<file path="src/rtl/debounce_pkg.sv">
// rtl/debounce_pkg.sv - shared defaults, widths and types for the multi-channel debouncer
package debounce_pkg;

  localparam int DEF_DELAY        = 16;
  localparam int DEF_PRESCALE     = 0;
  localparam int DEF_REPEAT_DELAY = 8;
  localparam int DEF_REPEAT_RATE  = 2;

  // Repeat counter counts whole threshold periods, so REPEAT_DELAY/RATE must fit in it.
  localparam int REP_W = 8;

  typedef enum logic {
    REP_HOLD,
    REP_RUN
  } rep_state_t;

endpackage

</file>
<file path="src/rtl/debounce_multi_if.sv">
// rtl/debounce_multi_if.sv - raw button inputs and debounced level/event outputs
interface debounce_multi_if #(
  parameter int N = 4
);

  logic [N-1:0] PB;
  logic [N-1:0] PB_state;
  logic [N-1:0] PB_down;
  logic [N-1:0] PB_up;
  logic [N-1:0] PB_repeat;
  logic         PB_any;

  modport master (
    output PB,
    input  PB_state,
    input  PB_down,
    input  PB_up,
    input  PB_repeat,
    input  PB_any
  );

  modport slave (
    input  PB,
    output PB_state,
    output PB_down,
    output PB_up,
    output PB_repeat,
    output PB_any
  );

endinterface

</file>
<file path="src/rtl/debounce_chan.sv">
// rtl/debounce_chan.sv - one debounce channel: synchroniser, stability counter, level and pulses
// Auto-repeat generator is built only when DEBOUNCE_REPEAT_EN is defined.
module debounce_chan
  import debounce_pkg::*;
#(
  parameter int DELAY        = DEF_DELAY,
  parameter bit INV          = 1'b1,
  parameter int REPEAT_DELAY = DEF_REPEAT_DELAY,
  parameter int REPEAT_RATE  = DEF_REPEAT_RATE
) (
  input  logic CLK,
  input  logic RST,
  input  logic pb,
  input  logic tick,
  output logic state,
  output logic down,
  output logic up,
  output logic rpt,
  output logic event_nxt
);

  if (REPEAT_DELAY < 1 || REPEAT_RATE < 1 ||
      REPEAT_DELAY > 2**REP_W || REPEAT_RATE > 2**REP_W) begin : g_bad_repeat_cfg
    $error("debounce_chan: REPEAT_DELAY/REPEAT_RATE out of range");
  end

  logic             sync0;
  logic             sync1;
  logic [DELAY-1:0] cnt;
  logic             idle;
  logic             fire;
  logic             down_nxt;
  logic             up_nxt;
  logic             rpt_nxt;

  assign idle     = (state == sync1);
  assign fire     = !idle && tick && (&cnt);
  assign down_nxt = fire && !state;
  assign up_nxt   = fire && state;
  assign event_nxt = down_nxt | up_nxt | rpt_nxt;

  always_ff @(posedge CLK or posedge RST) begin
    if (RST) begin
      sync0 <= 1'b0;
      sync1 <= 1'b0;
    end else begin
      sync0 <= pb ^ INV;
      sync1 <= sync0;
    end
  end

  // Any cycle that agrees with the accepted level restarts the stability count.
  always_ff @(posedge CLK or posedge RST) begin
    if (RST) begin
      cnt   <= '0;
      state <= 1'b0;
    end else if (idle) begin
      cnt <= '0;
    end else if (tick) begin
      if (&cnt) begin
        state <= ~state;
        cnt   <= '0;
      end else begin
        cnt <= cnt + DELAY'(1);
      end
    end
  end

  always_ff @(posedge CLK or posedge RST) begin
    if (RST) begin
      down <= 1'b0;
      up   <= 1'b0;
    end else begin
      down <= down_nxt;
      up   <= up_nxt;
    end
  end

`ifdef DEBOUNCE_REPEAT_EN
  localparam logic [REP_W-1:0] FIRST_LAST = REP_W'(REPEAT_DELAY - 1);
  localparam logic [REP_W-1:0] RATE_LAST  = REP_W'(REPEAT_RATE - 1);

  rep_state_t       rep_q;
  rep_state_t       rep_d;
  logic [DELAY-1:0] per_q;
  logic [DELAY-1:0] per_d;
  logic [REP_W-1:0] rcnt_q;
  logic [REP_W-1:0] rcnt_d;
  logic             period_done;
  logic             rpt_q;

  assign period_done = tick && (&per_q);

  always_ff @(posedge CLK or posedge RST) begin
    if (RST) begin
      rep_q  <= REP_HOLD;
      per_q  <= '0;
      rcnt_q <= '0;
      rpt_q  <= 1'b0;
    end else begin
      rep_q  <= rep_d;
      per_q  <= per_d;
      rcnt_q <= rcnt_d;
      rpt_q  <= rpt_nxt;
    end
  end

  // A press edge always happens while state is still 0, so clearing on !state covers it.
  always_comb begin
    rep_d   = rep_q;
    per_d   = per_q;
    rcnt_d  = rcnt_q;
    rpt_nxt = 1'b0;
    if (!state) begin
      rep_d  = REP_HOLD;
      per_d  = '0;
      rcnt_d = '0;
    end else begin
      if (tick) begin
        per_d = per_q + DELAY'(1);
      end
      if (period_done) begin
        if (rcnt_q == ((rep_q == REP_RUN) ? RATE_LAST : FIRST_LAST)) begin
          rpt_nxt = 1'b1;
          rcnt_d  = '0;
          rep_d   = REP_RUN;
        end else begin
          rcnt_d = rcnt_q + REP_W'(1);
        end
      end
    end
  end

  assign rpt = rpt_q;
`else
  assign rpt_nxt = 1'b0;
  assign rpt     = 1'b0;
`endif

endmodule

</file>
<file path="src/rtl/debounce_multi.sv">
// rtl/debounce_multi.sv - N-channel debouncer top: shared prescaler, channels, PB_any register
// PB_repeat is generated only when DEBOUNCE_REPEAT_EN is defined.
module debounce_multi
  import debounce_pkg::*;
#(
  parameter int           N            = 4,
  parameter int           DELAY        = DEF_DELAY,
  parameter int           PRESCALE     = DEF_PRESCALE,
  parameter logic [N-1:0] INVERT       = {N{1'b1}},
  parameter int           REPEAT_DELAY = DEF_REPEAT_DELAY,
  parameter int           REPEAT_RATE  = DEF_REPEAT_RATE
) (
  input  logic           CLK,
  input  logic           RST,
  debounce_multi_if.slave bus
);

  logic         tick;
  logic [N-1:0] ev_nxt;
  logic [N-1:0] state_v;
  logic [N-1:0] down_v;
  logic [N-1:0] up_v;
  logic [N-1:0] rpt_v;

  if (PRESCALE == 0) begin : g_no_pre
    assign tick = 1'b1;
  end else begin : g_pre
    logic [PRESCALE-1:0] pre;

    always_ff @(posedge CLK or posedge RST) begin
      if (RST) begin
        pre <= '0;
      end else begin
        pre <= pre + PRESCALE'(1);
      end
    end

    assign tick = &pre;
  end

  for (genvar i = 0; i < N; i++) begin : g_chan
    debounce_chan #(
      .DELAY        (DELAY),
      .INV          (INVERT[i]),
      .REPEAT_DELAY (REPEAT_DELAY),
      .REPEAT_RATE  (REPEAT_RATE)
    ) u_chan (
      .CLK       (CLK),
      .RST       (RST),
      .pb        (bus.PB[i]),
      .tick      (tick),
      .state     (state_v[i]),
      .down      (down_v[i]),
      .up        (up_v[i]),
      .rpt       (rpt_v[i]),
      .event_nxt (ev_nxt[i])
    );
  end

  assign bus.PB_state  = state_v;
  assign bus.PB_down   = down_v;
  assign bus.PB_up     = up_v;
  assign bus.PB_repeat = rpt_v;

  // Built from the channels' next-pulse terms so it lines up with the registered pulses.
  always_ff @(posedge CLK or posedge RST) begin
    if (RST) begin
      bus.PB_any <= 1'b0;
    end else begin
      bus.PB_any <= |ev_nxt;
    end
  end

endmodule

</file>
<file path="src/flat_wrapper.sv">
// flat-port wrapper written by rule: the top's interface ports become plain ports
module debounce_multi_flat import debounce_pkg::*;
#(
  parameter int           N            = 4,
  parameter int           DELAY        = DEF_DELAY,
  parameter int           PRESCALE     = DEF_PRESCALE,
  parameter logic [N-1:0] INVERT       = {N{1'b1}},
  parameter int           REPEAT_DELAY = DEF_REPEAT_DELAY,
  parameter int           REPEAT_RATE  = DEF_REPEAT_RATE
)
  (CLK, RST, bus_PB, bus_PB_state, bus_PB_down, bus_PB_up, bus_PB_repeat, bus_PB_any);
  debounce_multi_if #(.N(N)) bus_i ();
  input  logic CLK;
  input  logic RST;
  input wire logic [$bits(bus_i.PB)-1:0] bus_PB;
  output wire logic [$bits(bus_i.PB_state)-1:0] bus_PB_state;
  output wire logic [$bits(bus_i.PB_down)-1:0] bus_PB_down;
  output wire logic [$bits(bus_i.PB_up)-1:0] bus_PB_up;
  output wire logic [$bits(bus_i.PB_repeat)-1:0] bus_PB_repeat;
  output wire logic [$bits(bus_i.PB_any)-1:0] bus_PB_any;
  assign bus_i.PB = bus_PB;
  assign bus_PB_state = bus_i.PB_state;
  assign bus_PB_down = bus_i.PB_down;
  assign bus_PB_up = bus_i.PB_up;
  assign bus_PB_repeat = bus_i.PB_repeat;
  assign bus_PB_any = bus_i.PB_any;
  debounce_multi #(.N(N), .DELAY(DELAY), .PRESCALE(PRESCALE), .INVERT(INVERT), .REPEAT_DELAY(REPEAT_DELAY), .REPEAT_RATE(REPEAT_RATE)) u_core (.CLK(CLK), .RST(RST), .bus(bus_i));
endmodule
</file>
<file path="config.mk">
export PLATFORM = sky130hd
export DESIGN_NAME = debounce_multi_flat
export DESIGN_NICKNAME = d
export VERILOG_FILES = /design/src/rtl/debounce_pkg.sv /design/src/rtl/debounce_multi_if.sv /design/src/rtl/debounce_chan.sv /design/src/rtl/debounce_multi.sv /design/src/flat_wrapper.sv
export SDC_FILE = /design/constraint.sdc
export NUM_CORES = 1
export LEC_CHECK = 0
export CORE_ASPECT_RATIO = 0.9
export CORE_MARGIN = 2
export CORE_UTILIZATION = 52
export CTS_BUF_LIST = sky130_fd_sc_hd__clkbuf_16
export DETAILED_ROUTE_END_ITERATION = 12
export PLACE_DENSITY = 0.71
export SLEW_MARGIN = 20
export SYNTH_ARGS = -nofsm -noshare
export SYNTH_HDL_FRONTEND = slang
export SYNTH_HIERARCHICAL = 1
export SYNTH_SLANG_ARGS = --single-unit
export TNS_END_PERCENT = 5
</file>
<file path="constraint.sdc">
create_clock -name CLK -period 4.02 [get_ports CLK]
set_clock_uncertainty 0.2 [all_clocks]
set_input_delay 0.603 -clock CLK [delete_from_list [all_inputs] [get_ports CLK]]
set_output_delay 0.603 -clock CLK [all_outputs]
set_load 0.02 [all_outputs]
</file>
==> results.cfg, run 1 <==
[run_status]
run_status = finished clean

[placement]
dp.cells = 564
io_buffer_count = 18
dp_worst_setup_slack_ns = 1.61
dpl.hpwl_um = 6150
postPlaceCellArea_um2 = 4670
routabilityCongestion = 0.856

[cts]
htree_levels = 3
clkTransAtPathRegs_ns = 0.06
root_buffer = clkbuf_16
post_cts_buffers = 0
cts.sinks = 85
ctsHoldBuffers = 0
cts-resized-gates = 0
cts-buffers-inserted = 9
clockBufferDepth = 2
clk_latency_ns = 0.33
cts_tree = done

[grt]
grt_max_degree = 22
grt_pass1_wl_um = 15400
grt_pass1_vias = 3217
antenna_found_initial = 0
grt_overflow = 0
grt_usage = 0.212

[detailed_routing]
first_pass_iters = 4
wl_met1_um = 4310
num_vias = 3384
top_layer = met4
viasPerCell = 5.84
drcViolationCount = 0
drt-total-wl_um = 8930
dr_wl_met3_um = 432
routedWlPerCell_um = 15.4
drt_iter0_markers = 120
detail-route-antenna-nets = 0
met2_length_um = 4110

[cells_and_area]
drive_gt1_frac = 0.0854
final_common_cell = dfrtp_1
layoutNonFillerInstCount = 579
area_delta_synth_final_pct = 13.8
num_antenna_cells = 0
layout_common_cells = 85 x dfrtp_1, 40 x nand2_1, 28 x nand4_1
final_core_util = 0.611
nNetsFinal = 486
final_cell_area_um2 = 4930

[sta]
max-slew-margin-rel = 0.460
timing.final.crit_share = 0.607
maxSlewViolCount = 0
period_minus_slack_ns = 2.44
hold_viol_final = 0
setup_tns_ns = 0
worst_slew_pin_slew_ns = 0.809
fmax_mhz = 410
setup_viol = 0
fin_ws_ns = 1.58
timing.hold.ws_ns = 0.148
rsz0062_at_grt = no

[floorplan]
die_area_um2 = 9080
fp.dieH_um = 90.6
start_util = 0.537
io_pins = 23
coreArea_um2 = 8070
fp-row-count = 31
die-width_um = 100

[critical_path]
crit_buf_inv = 0
r2r_cells = 4
worstSetupEndpointType = register
crit_type = reg2reg
cp_slowest_cell = nor4_2
cp-endpoint = u_core/g_chan[0].u_chan/cnt[9]
max_stage_delay_ns = 0.71
r2r-end = u_core/g_chan[0].u_chan/cnt[9]
crit_arrival_ns = 2.45
crit_family = simple AND/OR/NAND/NOR gates
required_ns = 4.03
timing.rr.start = u_core/g_chan[0].u_chan/cnt[5]
critPathLaunchType = register
path_cells = nand4_1 -> nor4_2 -> nor2_1 -> a311o_1
cp.depth = 4
r2r_setup_slack_ns = 1.58
cp-startpoint = u_core/g_chan[0].u_chan/cnt[5]
cp_max_fo = 11

[synthesis]
ys_warn_count = 6
yosysSeqAreaShare = 0.491
synth.avg_cell_area_um2 = 9.94
syn_inst = 436
yosys_register_bits = 85
synth_cell_type_count = 35
netlist_area_um2 = 4330

[worst_hold_path]
hold_path.class = reg2reg

[power]
p_leak_nw = 2.05
peakVddDrop_v = 0.000275
p_total_mw = 1.73
power_density_nw_per_um2 = 350

[run]
maxCapViolCount = 0
[metal layers]
metal | vias to the layer above | GRT usage
met3 | 8 | 0.0573
li1 | 1658 | -
met2 | 82 | 0.324
met4 | 0 | 0.0502
met1 | 1636 | 0.301
met5 | - | 0
[sequential cells by signal, summed over array words and instances, names as in the netlist]
| name | cells |
|---|---|
| u_core/g_chan.u_chan/cnt | 64 |
| u_core/g_chan.u_chan/down | 4 |
| u_core/g_chan.u_chan/state | 4 |
| u_core/g_chan.u_chan/sync0 | 4 |
| u_core/g_chan.u_chan/sync1 | 4 |
| u_core/g_chan.u_chan/up | 4 |
| u_core/bus.PB_any | 1 |
[report_power, final]
group / total (mW) / internal, mW / switching (mW)
Clock: 0.729 / 0.408 / 0.321
Sequential: 0.890 / 0.872 / 0.0178
Combinational: 0.109 / 0.0339 / 0.0749
Total: 1.73 / 1.31 / 0.413
[cells in the mapped netlist, drive strengths merged]
library cell  instances  area, µm²
buf                  12       65.1
a211oi                8       60.1
nand3b                4       30.0
conb                  5       18.8
nand4                28        175
dfrtp                85       2130
ha                    4       50.1
nor2b                 4       25.0
and2                 12       75.1
a21o                  8       60.1
or3                  16        100
a31o                  4       35.0
nand2b                4       25.0
inv                  21       78.8
xnor2                16        140
nor3                  8       40.0
nor4                 28        260
or2                   8       50.1
nor2                 24       90.1
a22o                  4       35.0
nand3                16       80.1
a221o                 4       40.0
a32o                  4       40.0
a311o                 4       40.0
a21oi                 8       40.0
xor2                 16        140
nand2                40        150
o21ai                24        120
o31ai                 8       60.1
or4                   9       82.6
[layout make-up]
cell class | instances | area (µm²)
inverters | 21 | 78.8
clock buffers | 9 | 225
multi-input cells | 337 | 2130
repair buffers | 22 | 210
clock inverters | 6 | 32.5
flip-flops and latches | 85 | 2130
well taps | 99 | 124
fillers | 654 | 3140
[kinds of logic (layout without fill, tap and decap cells)]
family / after synthesis / after routing / share of synthesized area
DFF: 85 / 85 / 0.491
buffers and inverters: 33 / 58 / 0.0332
adders and majority gates: 4 / 4 / 0.0115
and+or+nand+nor: 201 / 201 / 0.273
xor gates and xnor gates: 32 / 32 / 0.0647
AOI/OAI and AO/OA: 76 / 76 / 0.122
other: 5 / 24 / 0.00433
[worst min path at each step]
stage | from | to | slack [ns] | cells past startpoint
floorplan | RST | u_core/bus.PB_any | 0.13 | 1
finish | u_core/g_chan[0].u_chan/sync0 | u_core/g_chan[0].u_chan/sync1 | 0.15 | 0
global route | u_core/g_chan[0].u_chan/sync0 | u_core/g_chan[0].u_chan/sync1 | 0.15 | 0
global placement | u_core/g_chan[0].u_chan/sync0 | u_core/g_chan[0].u_chan/sync1 | 0.13 | 0
CTS | u_core/g_chan[0].u_chan/sync0 | u_core/g_chan[0].u_chan/sync1 | 0.15 | 0
detailed placement | u_core/g_chan[2].u_chan/sync0 | u_core/g_chan[2].u_chan/sync1 | 0.14 | 0
Note: power is estimated with default switching activity, not from simulation.
==> run 2: changes to the inputs <==
Clock period 4.02 ns to 2.3 ns, I/O delays scaled along.
==> results.cfg, run 2 (same netlist as run 1, synthesis figures left out) <==
[grt]
grt_pass1_vias = 3246
busiest_layer = met2
grt_use_met3 = 0.0426
antenna_found_initial = 0
grt_pass1_wl_um = 15000
use_met1 = 0.285
grt_overflow = 0
grt_usage = 0.205
grt_max_degree = 22
grtUsageMet2 = 0.321

[cts]
clk_latency_ns = 0.33
clockBufferDepth = 2
clkTransAtPathRegs_ns = 0.06
cts_tree = done
root_buffer = clkbuf_16
post_cts_buffers = 0
cts-resized-gates = 0
htree_levels = 3
ctsHoldBuffers = 0
cts.sinks = 85
cts-buffers-inserted = 9

[placement]
dp.cells = 578
routabilityCongestion = 0.840
dpl.hpwl_um = 6020
postPlaceCellArea_um2 = 4780
dp_worst_setup_slack_ns = 0.140
io_buffer_count = 18

[power]
p_leak_nw = 2.16
peakVddDrop_v = 0.000460
power_density_nw_per_um2 = 625

[floorplan]
io_pins = 23
fp.dieH_um = 90.6
coreArea_um2 = 8070
start_util = 0.537
die_area_um2 = 9080
die-width_um = 100
fp-row-count = 31

[cells_and_area]
regMostFlops = u_core/g_chan.u_chan/cnt
final_cell_area_um2 = 5100
num_antenna_cells = 0
final_common_cell = dfrtp_1
largest_reg_flops = 64
layoutNonFillerInstCount = 594
multi_input_area_um2 = 2150
nNetsFinal = 500
layout_common_cells = 85 x dfrtp_1, 40 x nand2_1, 28 x nand4_1
seqCellArea_um2 = 2130
area_delta_synth_final_pct = 17.6
drive_gt1_frac = 0.115
fillers = 673

[sta]
setup_tns_ns = 0
max-slew-margin-rel = 0.584
maxSlewViolCount = 0
hold_viol_final = 0
period_minus_slack_ns = 2.21
fmax_mhz = 453
timing.final.crit_share = 0.960
fin_ws_ns = 0.0927
rsz0062_at_grt = yes
setup_viol = 0
worst_slew_pin_slew_ns = 0.621

[critical_path]
cp_max_fo = 5
worstSetupEndpointType = register
required_ns = 2.35
crit_arrival_ns = 2.26
crit_type = reg2reg
critPathLaunchType = register

[detailed_routing]
detail-route-antenna-nets = 0
drcViolationCount = 0
num_vias = 3402
drt-total-wl_um = 8680
drt_iter0_markers = 125
first_pass_iters = 5
viasPerCell = 5.73
routedWlPerCell_um = 14.6

[run_status]
run_status = finished clean

[run]
maxCapViolCount = 0

[worst_hold_path]
hold_path.class = in2async
## run 2: cell type report
class	count	area share
well taps	99	0.0243
multi-input cells	337	0.422
repair buffers	36	0.0619
flip-flops and latches	85	0.417
inverters	21	0.0155
clock inverters	7	0.0145
clock buffers	9	0.0442
## run 2: worst max-delay path, cell delays in order, from the launching register on
cell,delay (ns)
dfrtp_1,0.40
ha_1,0.21
nand3_1,0.19
or4_4,0.56
nor4_4,0.38
nor2b_1,0.19
## run 2: layer usage
metal / wire length (µm) / up-vias / share of wire
li1: - / 1685 / -
met1: 4130 / 1636 / 0.48
met2: 4090 / 72 / 0.47
met3: 364 / 9 / 0.042
met4: 95 / 0 / 0.011
met5: 0 / - / 0
## run 2: power by group
part | switching, mW | internal (mW)
combinational | 0.130 | 0.0683
clock | 0.586 | 0.845
sequential | 0.0300 | 1.52
## run 2: metrics by stage
stage | util | power, mW | hold WS [ns]
detailed placement | 0.592 | 1.78 | 0.137
CTS | 0.629 | 3.23 | 0.0771
global route | 0.632 | 3.32 | 0.104
finish | 0.632 | 3.18 | 0.0772
global placement | 0.592 | 1.77 | 0.132
floorplan | - | 1.71 | -0.126
## run 2: path summary, 6_finish.rpt
kind | from | end | slack (ns) | cells past startpoint
setup reg to reg | u_core/g_chan[2].u_chan/cnt[0] | u_core/g_chan[2].u_chan/down | 0.09 | 5
hold reg to reg | u_core/g_chan[0].u_chan/sync0 | u_core/g_chan[0].u_chan/sync1 | 0.15 | 0
min in group CLK | u_core/g_chan[0].u_chan/sync0 | u_core/g_chan[0].u_chan/sync1 | 0.15 | 0
max in group asynchronous | RST | u_core/g_chan[3].u_chan/cnt[4] | 1.39 | 3
setup / recovery | u_core/g_chan[2].u_chan/cnt[0] | u_core/g_chan[2].u_chan/down | 0.09 | 5
hold / removal | RST | u_core/bus.PB_any | 0.08 | 2
